==> config.mk <==
export PLATFORM = sky130hd
export DESIGN_NAME = ec_dmem_ctrl
export DESIGN_NICKNAME = d
export VERILOG_FILES = /design/src/rtl/ec_dmem_ctrl_pkg.sv /design/src/rtl/ec_dmem_ctrl_align.sv /design/src/rtl/ec_dmem_ctrl.sv
export SDC_FILE = /design/constraint.sdc
export NUM_CORES = 1
export LEC_CHECK = 0
export BUFFER_PORTS_ARGS = -buffer_cell sky130_fd_sc_hd__buf_2
export CORE_MARGIN = 8
export CORE_UTILIZATION = 30
export DETAILED_ROUTE_END_ITERATION = 10
export PLACE_DENSITY = 0.56
export SYNTH_ARGS = -nofsm -noshare
export SYNTH_HDL_FRONTEND = slang
export SYNTH_SLANG_ARGS = --single-unit
export TNS_END_PERCENT = 20
==> constraint.sdc <==
create_clock -name clk -period 1.94 [get_ports clk]
set_input_delay 0.194 -clock clk [delete_from_list [all_inputs] [get_ports clk]]
set_output_delay 0.194 -clock clk [all_outputs]
set_load 0.005 [all_outputs]
==> src/rtl/ec_dmem_ctrl_pkg.sv <==
// Shared types and constants for the EC-stage data-memory controller.
package ec_dmem_ctrl_pkg;

  typedef enum logic [2:0] {
    EC_MEM_IDLE  = 3'd0,
    EC_MEM_REQ   = 3'd1,
    EC_MEM_WAIT  = 3'd2,
    EC_MEM_DONE  = 3'd3,
    EC_MEM_DRAIN = 3'd4
  } ec_mem_state_e;

  localparam logic [1:0] SZ_B = 2'd0;
  localparam logic [1:0] SZ_H = 2'd1;
  localparam logic [1:0] SZ_W = 2'd2;

  // Byte-lane enable to bus size: full word, either half, otherwise byte.
  function automatic logic [1:0] lsv_to_size(input logic [3:0] lsv);
    logic [1:0] sz;
    case (lsv)
      4'b1111:          sz = SZ_W;
      4'b0011, 4'b1100: sz = SZ_H;
      default:          sz = SZ_B;
    endcase
    return sz;
  endfunction

endpackage

==> src/rtl/ec_dmem_ctrl_align.sv <==
// Load data alignment: shift the addressed lane down, then sign/zero extend.
module ec_load_align
  import ec_dmem_ctrl_pkg::*;
(
  input  logic [31:0] i_rdata,
  input  logic [1:0]  i_offset,
  input  logic [1:0]  i_size,
  input  logic        i_loadx,
  output logic [31:0] o_data
);

  logic [31:0] w_shifted;

  assign w_shifted = i_rdata >> {i_offset, 3'b000};

  // Mask to the access size and extend; loadx = 1 means zero-extend.
  always_comb begin
    o_data = w_shifted;
    case (i_size)
      SZ_B:    o_data = i_loadx ? {24'd0, w_shifted[7:0]}
                                : {{24{w_shifted[7]}}, w_shifted[7:0]};
      SZ_H:    o_data = i_loadx ? {16'd0, w_shifted[15:0]}
                                : {{16{w_shifted[15]}}, w_shifted[15:0]};
      default: o_data = i_rdata;
    endcase
  end

endmodule

==> src/rtl/ec_dmem_ctrl.sv <==
// EC-stage data-memory controller: drives the SRAM-like bus, stalls the
// pipeline until the access completes and drops responses of flushed accesses.
//
// Bus handshake: data_req is held with stable addr/wr/size/wdata until a
// cycle with data_addr_ok; one data_data_ok later completes it (it may come in
// the same cycle as data_addr_ok). A request is never withdrawn, and at most
// one transaction is outstanding.
module ec_dmem_ctrl
  import ec_dmem_ctrl_pkg::*;
#(
  parameter int AW = 32,
  parameter int DW = 32
) (
  input  logic          clk,
  input  logic          resetn,
  input  logic          refresh,
  input  logic          wb_stall,
  input  logic          ec_data_req,
  input  logic          ec_ex_any,
  input  logic          ec_load,
  input  logic          ec_loadX,
  input  logic [3:0]    ec_lsV,
  input  logic [AW-1:0] ec_res,
  input  logic [DW-1:0] ec_B,
  output logic          data_req,
  output logic          data_wr,
  output logic [1:0]    data_size,
  output logic [AW-1:0] data_addr,
  output logic [DW-1:0] data_wdata,
  input  logic          data_addr_ok,
  input  logic          data_data_ok,
  input  logic [DW-1:0] data_rdata,
  output logic          mem_stall,
  output logic [DW-1:0] load_data,
  output logic          load_valid,
  output logic [2:0]    dbg_state
);

  ec_mem_state_e r_state;
  ec_mem_state_e w_next;
  logic          r_kill;
  logic          w_kill_next;
  logic [DW-1:0] r_rdata;
  logic [AW-1:0] r_addr;
  logic          r_wr;
  logic [1:0]    r_size;
  logic [DW-1:0] r_wdata;

  logic          w_valid_req;
  logic          w_killed;
  logic          w_issue;
  logic          w_capture;
  logic          w_data_req;
  logic          w_mem_stall;
  logic          w_load_valid;
  logic [DW-1:0] w_wdata_now;

  assign w_valid_req = ec_data_req && !ec_ex_any;
  assign w_killed    = r_kill || refresh;
  assign w_wdata_now = ec_B << {ec_res[1:0], 3'b000};

  // Next-state and handshake outputs; outputs stay idle while reset is low.
  always_comb begin
    w_next       = r_state;
    w_kill_next  = 1'b0;
    w_issue      = 1'b0;
    w_capture    = 1'b0;
    w_data_req   = 1'b0;
    w_mem_stall  = 1'b0;
    w_load_valid = 1'b0;
    if (resetn) begin
      case (r_state)
        EC_MEM_IDLE: begin
          if (w_valid_req && !refresh) begin
            w_data_req  = 1'b1;
            w_mem_stall = 1'b1;
            w_issue     = 1'b1;
            if (data_addr_ok) begin
              if (data_data_ok) begin
                w_next    = EC_MEM_DONE;
                w_capture = 1'b1;
              end else begin
                w_next = EC_MEM_WAIT;
              end
            end else begin
              w_next = EC_MEM_REQ;
            end
          end
        end
        EC_MEM_REQ: begin
          w_data_req  = 1'b1;
          // Once killed, only a fresh EC request waiting behind us stalls.
          w_mem_stall = w_killed ? (w_valid_req && !refresh) : 1'b1;
          if (data_addr_ok) begin
            if (data_data_ok) begin
              if (w_killed) begin
                w_next = EC_MEM_IDLE;
              end else begin
                w_next    = EC_MEM_DONE;
                w_capture = 1'b1;
              end
            end else begin
              w_next = w_killed ? EC_MEM_DRAIN : EC_MEM_WAIT;
            end
          end else begin
            w_kill_next = w_killed;
          end
        end
        EC_MEM_WAIT: begin
          if (refresh) begin
            w_next = data_data_ok ? EC_MEM_IDLE : EC_MEM_DRAIN;
          end else begin
            w_mem_stall = 1'b1;
            if (data_data_ok) begin
              w_next    = EC_MEM_DONE;
              w_capture = 1'b1;
            end
          end
        end
        EC_MEM_DONE: begin
          w_load_valid = ec_load;
          if (refresh || !wb_stall) w_next = EC_MEM_IDLE;
        end
        EC_MEM_DRAIN: begin
          w_mem_stall = w_valid_req && !refresh;
          if (data_data_ok) w_next = EC_MEM_IDLE;
        end
        default: w_next = EC_MEM_IDLE;
      endcase
    end
  end

  // State, kill flag, read-data buffer and held bus fields.
  always_ff @(posedge clk) begin
    if (!resetn) begin
      r_state <= EC_MEM_IDLE;
      r_kill  <= 1'b0;
      r_rdata <= '0;
      r_addr  <= '0;
      r_wr    <= 1'b0;
      r_size  <= SZ_B;
      r_wdata <= '0;
    end else begin
      r_state <= w_next;
      r_kill  <= w_kill_next;
      if (w_capture) r_rdata <= data_rdata;
      if (w_issue) begin
        r_addr  <= ec_res;
        r_wr    <= !ec_load;
        r_size  <= lsv_to_size(ec_lsV);
        r_wdata <= w_wdata_now;
      end
    end
  end

  // In IDLE the bus shows the live EC fields; afterwards the held copy, so a
  // flush that clears the EC register cannot disturb a pending request.
  always_comb begin
    if (r_state == EC_MEM_IDLE) begin
      data_addr  = ec_res;
      data_wr    = !ec_load;
      data_size  = lsv_to_size(ec_lsV);
      data_wdata = w_wdata_now;
    end else begin
      data_addr  = r_addr;
      data_wr    = r_wr;
      data_size  = r_size;
      data_wdata = r_wdata;
    end
  end

  assign data_req   = w_data_req;
  assign mem_stall  = w_mem_stall;
  assign load_valid = w_load_valid;
  assign dbg_state  = r_state;

  ec_load_align u_align (
    .i_rdata  (r_rdata),
    .i_offset (ec_res[1:0]),
    .i_size   (lsv_to_size(ec_lsV)),
    .i_loadx  (ec_loadX),
    .o_data   (load_data)
  );

endmodule

* After elaboration in Yosys (flattened, before gate mapping)
Cells that the tools add are included.
** Cells by class
- Add/sub/neg operators :: 0
- $mul :: 0
- Divide/modulo/power cells :: 0
- $lt $le $gt $ge :: 0
- Eq/ne operators :: 13
- Shifts and indexed selects :: 2
- Mux-type cells :: 41
- Bitwise operators :: 2
- Reduce and logical (&&, ||, !) cells :: 13
** Operators by type and width (count)
- 32-bit 2-to-1 mux :: 4
- 32-bit one-hot mux with 2 select lines :: 1
- 32-bit by 5-bit left shift with 32-bit output :: 1
- 32-bit by 5-bit right shift with 16-bit output :: 1
- 3-bit 2-to-1 mux :: 10
- 1-bit 2-to-1 mux :: 19
- 3-bit one-hot mux with 5 select lines :: 1
- 4-bit == test, second input constant :: 2
- 2-bit != test, second input constant :: 4
- 3-bit by 2-bit == test with 1-bit output, second input constant :: 2
- 5-bit AND reduction :: 1
- 4-bit by 2-bit == test with 1-bit output, second input constant :: 1
- 1-bit logical NOT :: 4
- 2-bit 2-to-1 mux :: 2
- 1-bit one-hot mux with 4 select lines :: 1
- 2-bit one-hot mux with 2 select lines :: 1
- 3-bit by 1-bit == test with 1-bit output, second input constant :: 1
- 3-bit == test, second input constant :: 1
- 3-bit logical NOT :: 1
- 3-bit != test, second input constant :: 1
- 1-bit one-hot mux with 3 select lines :: 1
- 3-bit OR reduction :: 1
- 2-bit by 1-bit == test with 1-bit output, second input constant :: 1
- 1-bit logical AND :: 2
- other kinds (5) :: 7
** Storage, ports and cells
- Flip-flop bits (word level) :: 103
- Latch bits :: 0
- Memory bits (writable) :: 0
- Bits in read-only memories :: 0
- Memories :: 0

* Logic depth before layout (Yosys ltp)
- Depth in word-level cells :: 6
- Gate-level depth with buffers :: 7

* Modules after synthesis
A second synthesis with hierarchy kept.
** Second synthesis, totals
- Cell total of the unflattened synthesis :: 874
- Area, all modules :: 5973.2 um2
** By module, submodules not included
- ec_dmem_ctrl :: instances 1, cells each 761, area an instance 5232.5 um2, seq. area each 2062.0 um2
- ec_load_align :: instances 1, cells each 113, area an instance 740.7 um2, seq. area each 0.0 um2

* Worst setup path after synthesis
Ideal clock, no wire load.
- Kind :: register -> output
- Start point :: register r_state[1], in the netlist dbg_state[1]
- End point :: output data_addr[10]
- Data arrival time :: 1.426 ns
- Slack :: 0.320 ns
- Stages on the path, launching flop included :: 7
- Path buffers :: 3
- Path through :: dfxtp_1 -> or3_1 -> clkbuf_1 -> clkbuf_1 -> buf_1 -> nand2_1 -> nand2_1
** On the way
- Cells in the longest elaborated chain, start to end :: 2
** RTL lines
- start, declared :: line ec_dmem_ctrl.sv:39 : ec_mem_state_e r_state;
- start signal, assigned :: line ec_dmem_ctrl.sv:144 : r_state <= w_next;
- 3-bit logical NOT :: line ec_dmem_ctrl.sv:159 : if (r_state == EC_MEM_IDLE) begin
- 32-bit 2-to-1 mux :: line ec_dmem_ctrl.sv:159
- end, declared :: line ec_dmem_ctrl.sv:28 : output logic [AW-1:0] data_addr,
Every way passes these cells.

* Worst setup path in the final report
- Start point :: register r_rdata[23]
- End point :: output load_data[12]
** On the way
- Cells in the longest elaborated chain, start to end :: 3
** RTL lines
- start, declared :: line ec_dmem_ctrl.sv:43 : logic [DW-1:0] r_rdata;
- start signal, assigned :: line ec_dmem_ctrl.sv:146 : if (w_capture) r_rdata <= data_rdata;
- 32-bit by 5-bit right shift with 16-bit output :: line ec_dmem_ctrl_align.sv:14 : assign w_shifted = i_rdata >> {i_offset, 3'b000};
- 32-bit 2-to-1 mux :: line ec_dmem_ctrl_align.sv:20 : SZ_B: o_data = i_loadx ? {24'd0, w_shifted[7:0]}
- 32-bit one-hot mux with 2 select lines :: line ec_dmem_ctrl_align.sv:19 : case (i_size)
- end, declared :: line ec_dmem_ctrl.sv:34 : output logic [DW-1:0] load_data,
Every way passes these cells.

==> results.ini <==
[run_status]
status = complete, but fails checks
violations = setup timing

[clock_tree]
cts_buffers = 9
cts_tree = yes
path_clk_slew_ps = 80
clk_latency_ps = 350
root_buffer = clkbuf_16
clock_sinks = 103
clockBufferDepth = 2
htreeDepth = 3

[route]
firstDrtPassIters = 4
wire_per_inst_um = 16.3
drc_errors = 0
num_vias = 6349
drt-vias-per-instance = 4.71
drt_wl_total_mm = 21.9
drtIter0Drc = 404
detail-route-antenna-nets = 0

[finish]
fin_nets = 1187
syn_to_final_growth_pct = 33.7
stdcell_area_um2 = 7920
multi_input_area_um2 = 3460
ff_latch_area_um2 = 2070
drive_above_1_share_pct = 27.1
nFillCells = 2097
diodes = 0

[logic_synthesis]
synth_area_leaders = dfxtp_1 (35%), nand2_1 (22%), mux2i_1 (13%)
ys_seq_elements = 103
synth-main-ff-cell = dfxtp_1
yosysTopAreaCell = dfxtp_1
synth_area_um2 = 5920
synth-seq-area-share_pct = 34.8
synth_edf_count = 0
ys_types = 41
yosysTopAreaCellShare_pct = 34.8
syn_area_per_cell_um2 = 6.73
synthArstFlopShare_pct = 0
netlist_instances = 880
yosysWarningCount = 0
synth_fp_nets = 990

[die]
die_w_um = 157
dieArea_um2 = 24500
initial_utilization_pct = 30.5
die_y_um = 157
io_pins = 215
core-area_um2 = 19400
rows = 51

[power]
switchingPower_mw = 2.64
power_frac_seq_pct = 33.4
clock_power_share_pct = 26.5
p_per_area_nw_per_um2 = 907
ir_worst_vdd_v = 0.000437
leakage_nw = 4.05
switching_share_pct = 36.7
combPwrFrac_pct = 40.1
p_int_mw = 4.54

[global_route]
grt.total_usage_pct = 17.0
grt_pass1_wl_mm = 33.0
grt_pass1_vias = 5950
grt_overflow = 0
grt_max_degree = 60
grt_antenna_before_repair = 0

[critical_path]
crit_required_ps = 1750
start_kind = flip-flop
r2r_setup_slack_ps = 170
critPathKind = reg2out
worstPathArrival_ps = 1790
cpMaxStageDelayCell = or3_4
crit_family = simple AND/OR/NAND/NOR gates
crit_fanout = 6
crit_buf_inv = 2
max_stage_delay_ps = 380
crit_path_end_kind = output pin
worstPathCellList = mux4_2, nand2_2, or3_4, clkbuf_16, o21ai_1, buf_2

[timing]
worstMarginPinSlew_ps = 567
period_needed_ps = 1980
relSlewSlack_pct = 62.1
fin_worst_skew_ps = 9.87
slew_viol_final = 0
max_freq_mhz = 504
timing.hold.ws_ps = 69.8
rsz0062_at_grt = yes
fin_crit_sh_pct = 102
setup_violations = 18
setup_ws_ps = -44.1
finalHoldViolCount = 0

[placement]
place_congestion = 0.891
placed_area_um2 = 7380
port_buffers = 214
dpl.hpwl_mm = 15.6

[hold_path]
hp-class = in2reg

[flow_run]
cap_viol_max_count = 0

==> power by group through the flow <==
stage	Sequential, mW	Combinational (mW)	Clock (mW)
finish	2.40	2.88	1.90
global route	2.42	3.17	2.06
CTS	2.40	2.71	1.97
detailed placement	2.44	2.57	0
global placement	2.44	2.57	0
floorplan	2.41	1.39	0
==> synth_stat cells (all sizes together), types with 2 or more instances <==
master and count:
o21ai 37, and4 2, a21oi 71, o211ai 5
nor2b 7, o31ai 2, mux2i 74, nor3 2
dfxtp 103, nand2 351, or3 2, a211oi 11
o22ai 8, or3b 2, buf 31, nand3 30
clkbuf 38, inv 38, nand2b 3, nor2 45
nor3b 5, and3 2
==> metrics by stage <==
step / TNS [ps] / setup slack [ps] / cells / utilization (%) / power (mW)
2_1_floorplan: 0 / 320 / 880 / - / 3.80
3_3_place_gp: 0 / 168 / 1322 / 38.0 / 5.01
3_5_place_dp: 0 / 160 / 1322 / 38.0 / 5.01
4_1_cts: -271 / -57.1 / 1341 / 40.0 / 7.08
5_1_grt: -2430 / -88.1 / 1347 / 40.8 / 7.65
6_report: -357 / -44.1 / 1347 / 40.8 / 7.19
==> cell families (layout without fill, tap and decap cells) <==
logic type,count (synthesis),after routing,synth area share [%]
and+or+nand+nor,457,457,31.4
AOI/OAI and AO/OA,138,138,13.0
buffers and inverters,107,309,7.84
DFF,103,103,34.8
muxes,75,75,12.9
==> cell usage in the layout, fill, tap and decap left out, drive strengths merged, types with 2 or more instances in the layout <==
master,synthesis,final
a211oi,11,11
a21oi,71,71
and3,2,2
and4,2,2
buf,31,250
clkbuf,38,15
dfxtp,103,103
inv,38,41
mux2i,74,74
nand2,351,351
nand2b,3,3
nand3,30,30
nor2,45,45
nor2b,7,7
nor3,2,2
nor3b,5,5
o211ai,5,5
o21ai,37,37
o22ai,8,8
o31ai,2,2
or3,2,2
or3b,2,2
==> state kept, by name, summed over array words and instances, names as in the netlist <==
signal / flops
r_addr: 32
r_wdata: 32
dbg_state: 3
r_size: 2
r_wr: 1
r_rdata: 32
r_kill: 1
==> worst paths after layout <==
| kind | from | endpoint | cells after the start |
|---|---|---|---|
| hold / removal | data_addr_ok | r_kill$_SDFF_PP0_ | 2 |
| setup / recovery | r_rdata[23]$_SDFFE_PN0P_ | load_data[12] | 6 |
| hold reg to reg | r_addr[9]$_SDFFE_PN0P_ | r_addr[9]$_SDFFE_PN0P_ | 2 |
| setup reg to reg | dbg_state[0]$_SDFFE_PN0P_ | r_rdata[15]$_SDFFE_PN0P_ | 6 |
==> timing repair <==
item	4_1_cts	5_1_grt
buffers inserted	2	1
gates cloned	1	5
hold buffers	0	0
pin swaps	2	3
gates resized for setup	12	8
setup endpoints to repair	92	61
==> worst register-to-register path: stages, from the launching register on <==
cell      delay (ps)
dfxtp_2          380
or3b_4           410
a211oi_4         260
buf_4            160
o21ai_4           60
buf_12           200
mux2i_1          170
==> routing by layer <==
metal | GRT usage (%) | share of wire (%) | wire (um)
met5 | 0 | 0 | 0
met4 | 5.90 | 2.0 | 439
met3 | 2.95 | 5.4 | 1180
met2 | 28.0 | 48 | 10500
met1 | 21.8 | 45 | 9840
==> final cells by class <==
cell class	instances	share of cell area, %
multi-input cells	670	43.7
flip-flops and latches	103	26.2
repair buffers	255	20.3
well taps	265	4.19
clock buffers	10	2.89
inverters	38	1.80
clock inverters	6	0.948
Note: power is estimated with default switching activity, not from simulation.
